--- src/rtl/serial_sum_collector.sv ---
// rtl/serial_sum_collector.sv - deserialises an LSB-first serial sum into a parallel word behind a valid/ready handshake
// Optional feature macro: SUM_CARRY_EN (adds the carry_out port and its register)
module serial_sum_collector #(
  parameter int WIDTH = 8,
  parameter int CNT_W = 4
) (
  input  logic             i_clk,
  input  logic             reset,
  input  logic             start,
  input  logic             s_bit,
  input  logic             c_bit,
  input  logic             res_ready,
  output logic             busy,
  output logic             res_valid,
  output logic [WIDTH-1:0] sum_out,
`ifdef SUM_CARRY_EN
  output logic [CNT_W-1:0] bit_cnt,
  output logic             carry_out
`else
  output logic [CNT_W-1:0] bit_cnt
`endif
);

  typedef enum logic [1:0] {
    IDLE    = 2'd0,
    COLLECT = 2'd1,
    DONE    = 2'd2
  } state_t;

  localparam logic [CNT_W-1:0] CNT_LOAD = CNT_W'(WIDTH);
  localparam logic [CNT_W-1:0] CNT_ONE  = CNT_W'(1);
  localparam logic [CNT_W-1:0] CNT_ZERO = '0;

  state_t           state;
  state_t           state_nxt;
  logic [WIDTH-1:0] shreg;
  logic [WIDTH-1:0] shift_val;
  logic             last_bit;
  logic             word_load;
  logic             result_take;

  // Incoming bit enters at the MSB so that after WIDTH shifts the first bit sits at bit 0.
  assign shift_val = {s_bit, shreg[WIDTH-1:1]};

  // Final bit of the word is being sampled this cycle.
  assign last_bit = (state == COLLECT) && (bit_cnt == CNT_ONE);

  // Consumer takes the held result this cycle.
  assign result_take = (state == DONE) && res_ready;

  // A new word is armed from IDLE, or straight out of DONE when the handshake completes.
  assign word_load = start && ((state == IDLE) || result_take);

  // busy is a pure decode of the state register.
  assign busy = (state != IDLE);

  // State register.
  always_ff @(posedge i_clk) begin
    if (reset) begin
      state <= IDLE;
    end else begin
      state <= state_nxt;
    end
  end

  // Next-state selection.
  always_comb begin
    state_nxt = state;
    case (state)
      IDLE: begin
        if (start) begin
          state_nxt = COLLECT;
        end
      end
      COLLECT: begin
        if (bit_cnt == CNT_ONE) begin
          state_nxt = DONE;
        end
      end
      DONE: begin
        if (res_ready) begin
          state_nxt = start ? COLLECT : IDLE;
        end
      end
      default: begin
        state_nxt = IDLE;
      end
    endcase
  end

  // Shift register: cleared when a word is armed, shifts on every COLLECT cycle.
  always_ff @(posedge i_clk) begin
    if (reset) begin
      shreg <= '0;
    end else if (word_load) begin
      shreg <= '0;
    end else if (state == COLLECT) begin
      shreg <= shift_val;
    end
  end

  // Bit counter: loads WIDTH on arm, counts down while collecting, rests at 0 otherwise.
  always_ff @(posedge i_clk) begin
    if (reset) begin
      bit_cnt <= CNT_ZERO;
    end else if (word_load) begin
      bit_cnt <= CNT_LOAD;
    end else if (state == COLLECT) begin
      bit_cnt <= bit_cnt - CNT_ONE;
    end else begin
      bit_cnt <= CNT_ZERO;
    end
  end

  // Result register: captured on the final bit and held (even after the handshake) until the next word completes.
  always_ff @(posedge i_clk) begin
    if (reset) begin
      sum_out <= '0;
    end else if (last_bit) begin
      sum_out <= shift_val;
    end
  end

  // Valid flag: raised with the captured result, dropped only by the handshake.
  always_ff @(posedge i_clk) begin
    if (reset) begin
      res_valid <= 1'b0;
    end else if (last_bit) begin
      res_valid <= 1'b1;
    end else if (result_take) begin
      res_valid <= 1'b0;
    end
  end

`ifdef SUM_CARRY_EN
  // Final adder carry travels alongside the sum and is held with it.
  always_ff @(posedge i_clk) begin
    if (reset) begin
      carry_out <= 1'b0;
    end else if (last_bit) begin
      carry_out <= c_bit;
    end
  end

  logic unused_bits;
  assign unused_bits = shreg[0];
`else
  logic unused_bits;
  assign unused_bits = ^{shreg[0], c_bit};
`endif

endmodule
--- config.mk ---
export PLATFORM = sky130hd
export DESIGN_NAME = serial_sum_collector
export DESIGN_NICKNAME = d
export VERILOG_FILES = /design/src/rtl/serial_sum_collector.sv
export SDC_FILE = /design/constraint.sdc
export NUM_CORES = 1
export LEC_CHECK = 0
export ABC_AREA = 1
export CORE_UTILIZATION = 30
export CTS_CLUSTER_SIZE = 12
export DETAILED_ROUTE_END_ITERATION = 10
export PLACE_DENSITY_LB_ADDON = 0.12
export SYNTH_ARGS = -nofsm -noshare
export SYNTH_HDL_FRONTEND = slang
export SYNTH_SLANG_ARGS = --single-unit
--- constraint.sdc ---
create_clock -name i_clk -period 1.18 [get_ports i_clk]
set_input_delay 0.236 -clock i_clk [delete_from_list [all_inputs] [get_ports i_clk]]
set_output_delay 0.236 -clock i_clk [all_outputs]
set_load 0.05 [all_outputs]
==> impl_results.md <==
- Initial detailed-routing violation count: 12
- Critical path launch point type: flip-flop
- Post-DP HPWL: ~1.3 mm
- Synth cell types: 19
- Tightest Pin Transition: between 0.2 and 0.3 ns
- Root buf cell: clkbuf_4
- DRC violations left: 0
- Final Cell Area: 1436 sq um
- Crit-path max FO: 3
- Vias in the first global route: 732
- Count of pins over their slew limit: 0
- Top cell type's share of synthesized area: 0.5000
- Fin util: 0.5209
- CP peak stage delay: 0.34 ns
- Wire per inst: between 10 and 15 um
- Final period util: 0.9970
- Clock skew: between 0.009 and 0.01 ns
- Max cap viols: 0
- Max VDD drop: 0.0007157 V
- RePlAce Congestion: 0.7340
- Drt pass-1 iters: 4
- Cts hold-fix bufs: 0
- CP required: ~0.94 ns
- Area contributors post-synth: dfxtp_1 50%, nand2_1 8.9%, nor2_1 8.9%
- Clock latency on the worst-skew pair: a little over 0.3 ns
- Cells after Synth: between 100 and 150
- Setup Viol. Count Final: 0
- Nets: 148
- Pre-CTS setup slack: -0.1063 ns
- Routed Antenna Nets: 0
- Initial Util: 0.3194
- Full die area: about 3200 sq um
- Io pins: 20
- Clock slew at reported path FFs: around 0.13 ns
- Final Hold Viols: 0
- Layout fillers: between 200 and 300
- Worst path cell trace: inv_2 -> nand2_2 -> buf_12
- Dpl cell area: 1287 sq um
- Sequential element share of the synthesized area: 0.5000
- Global route overflow: 0
- First-pass GRT wire length: around 3 mm
- Clock buffer depth: 2
- Via/cell ratio: 4.571
- Drt total wl: 1.895 mm
- Final min period: 1.176 ns
- Syn_area_per_cell: 8.310 sq um
- Delay-heaviest family, CP: flip-flops
- Max_slew headroom: 0.8326
- Ratio of cells with drive above 1 in the final layout: 0.4532
- Largest net degree at the start of global routing: 14
- Ant. Diodes: 0
- Chip height: 56.19 um
- CTS tree: built
- Mapped Area: just under 900 sq um
- Slowest-stage cell, CP: dfxtp_2
- Max Freq: 0.8500 GHz
- Die W: between 50 and 60 um
- HP Class: reg -> reg
- Hold_ws: around 0.49 ns
- Via count: 777
- WP data arrival: 0.94 ns
- Core Footprint: 2758 sq um
- Power density over the cells: 1215 nW/um^2
- RSZ-0062 raised after global routing: yes
- P&R area growth vs syn: 63.07%
- CTS Sinks: 22
- Global Route Usage Sum: 0.1226
- Leading area contributor after synthesis: dfxtp_1
- Leak pwr: 0.5483 nW
- Critical path class: reg -> out
- Outcome: finished clean
- CTS buffer count: 3
- Initial antenna violation count: 0
- Synth Warn #: 0
- Core Rows: 19
- Worst Setup Slack, final: 0.003564 ns
- Setup tns final: 0 ns
- CP Buf/Inv Count: 2
- CTS H-Tree Depth: 1
- I/O Buffers: 18
- Setup crit end kind: output pin
- Synthesized flop and latch total: 22
- Syn_nets: 114
-- path summary, 6_finish.rpt --
path         startpoint  endpoint  slack [ns]  depth (start not counted)
max reg2reg    state[0]  state[1]        0.01                          6
min reg2reg    shreg[1]  shreg[1]        0.49                          2
min            shreg[1]  shreg[1]        0.49                          2
max            state[0]      busy       0.004                          3
-- through the flow --
| step | power (mW) | cells |
|---|---|---|
| after floorplan | 0.9922 | 106 |
| after global placement | 1.147 | 161 |
| after detailed placement | 1.151 | 161 |
| after CTS | 1.743 | 167 |
| after global routing | 1.822 | 170 |
| final | 1.745 | 170 |
-- cells by family (layout without fill, tap and decap cells) --
family          Yosys count  after routing  share of synthesized area
xor+xnor                  1              1                   0.009945
compound gates           19             19                     0.1378
buf+inv                  10             42                    0.05682
simple gates             52             53                     0.2671
flops                    22             22                     0.5000
fa+ha+maj                 2              2                    0.02840
-- worst register-to-register path, cell delays in order (launching register included) --
cell,delay (ns)
dfxtp_2,0.35
inv_2,0.05
buf_6,0.11
nor2_4,0.17
nand3_4,0.15
buf_6,0.16
a21oi_2,0.11
-- synthesized netlist by cell type (all sizes together) --
library cell   n
clkinv         1
ha             2
nand2         25
nand3          4
dfxtp         22
nor2          23
inv            7
o21ai          8
buf            2
a21oi         11
xnor2          1
-- power breakdown --
group          internal, mW  switching (mW)
clock network         0.343           0.228
registers             0.768          0.0249
logic                 0.177           0.205
total                  1.29           0.457
-- placed cells by master, fill, tap and decap left out --
cell type and count:
bufinv_16 1, inv_6 1, nand2_4 2, ha_2 1, nor2_4 1, nand2_2 2
nand3_1 3, nor2_2 5, ha_1 1, nor2_1 17, buf_4 6, buf_2 1
clkinv_2 1, inv_1 4, clkbuf_4 3, a21oi_1 1, buf_6 5, clkdlybuf4s50_1 4
o21ai_1 8, nand3_4 1, inv_2 2, nand2_1 21, dfxtp_4 1, dfxtp_2 5
xnor2_1 1, buf_12 14, a21oi_2 10, nand3_2 1, dfxtp_1 16
-- per-layer routing --
layer  wire length, um  share of wire  GRT usage  up-vias
met4                13         0.0069    0.05226        0
met2               907           0.48     0.2041       15
met3                52          0.027    0.02093        2
met1               921           0.49     0.1560      352
li1                  -              -          -      408
met5                 0              0          0        -
-- state kept, by name, summed over array words and instances (netlist names) --
signal,flops
state,2
shreg,7
bit_cnt,4
sum_out,8
res_valid,1
-- area by class of cell --
cell class / instances / area [sq um] / share of cell area
Clock buffer: 3 / 22.52 / 0.01568
Inverter: 8 / 36.28 / 0.02526
Clock inverter: 1 / 30.03 / 0.02091
Multi-Input combinational cell: 75 / 431.7 / 0.3005
Tap cell: 31 / 38.79 / 0.02700
Timing Repair Buffer: 30 / 426.7 / 0.2970
Sequential cell: 22 / 450.4 / 0.3136
-- timing repair --
item / in CTS / in global routing
pin swaps: 2 / 7
setup buffers: 4 / 1
endpoints found under the setup margin: 14 / 20
resized for setup: 8 / 12
gates cloned: 0 / 2
Power figures use the tool's default switching activity.
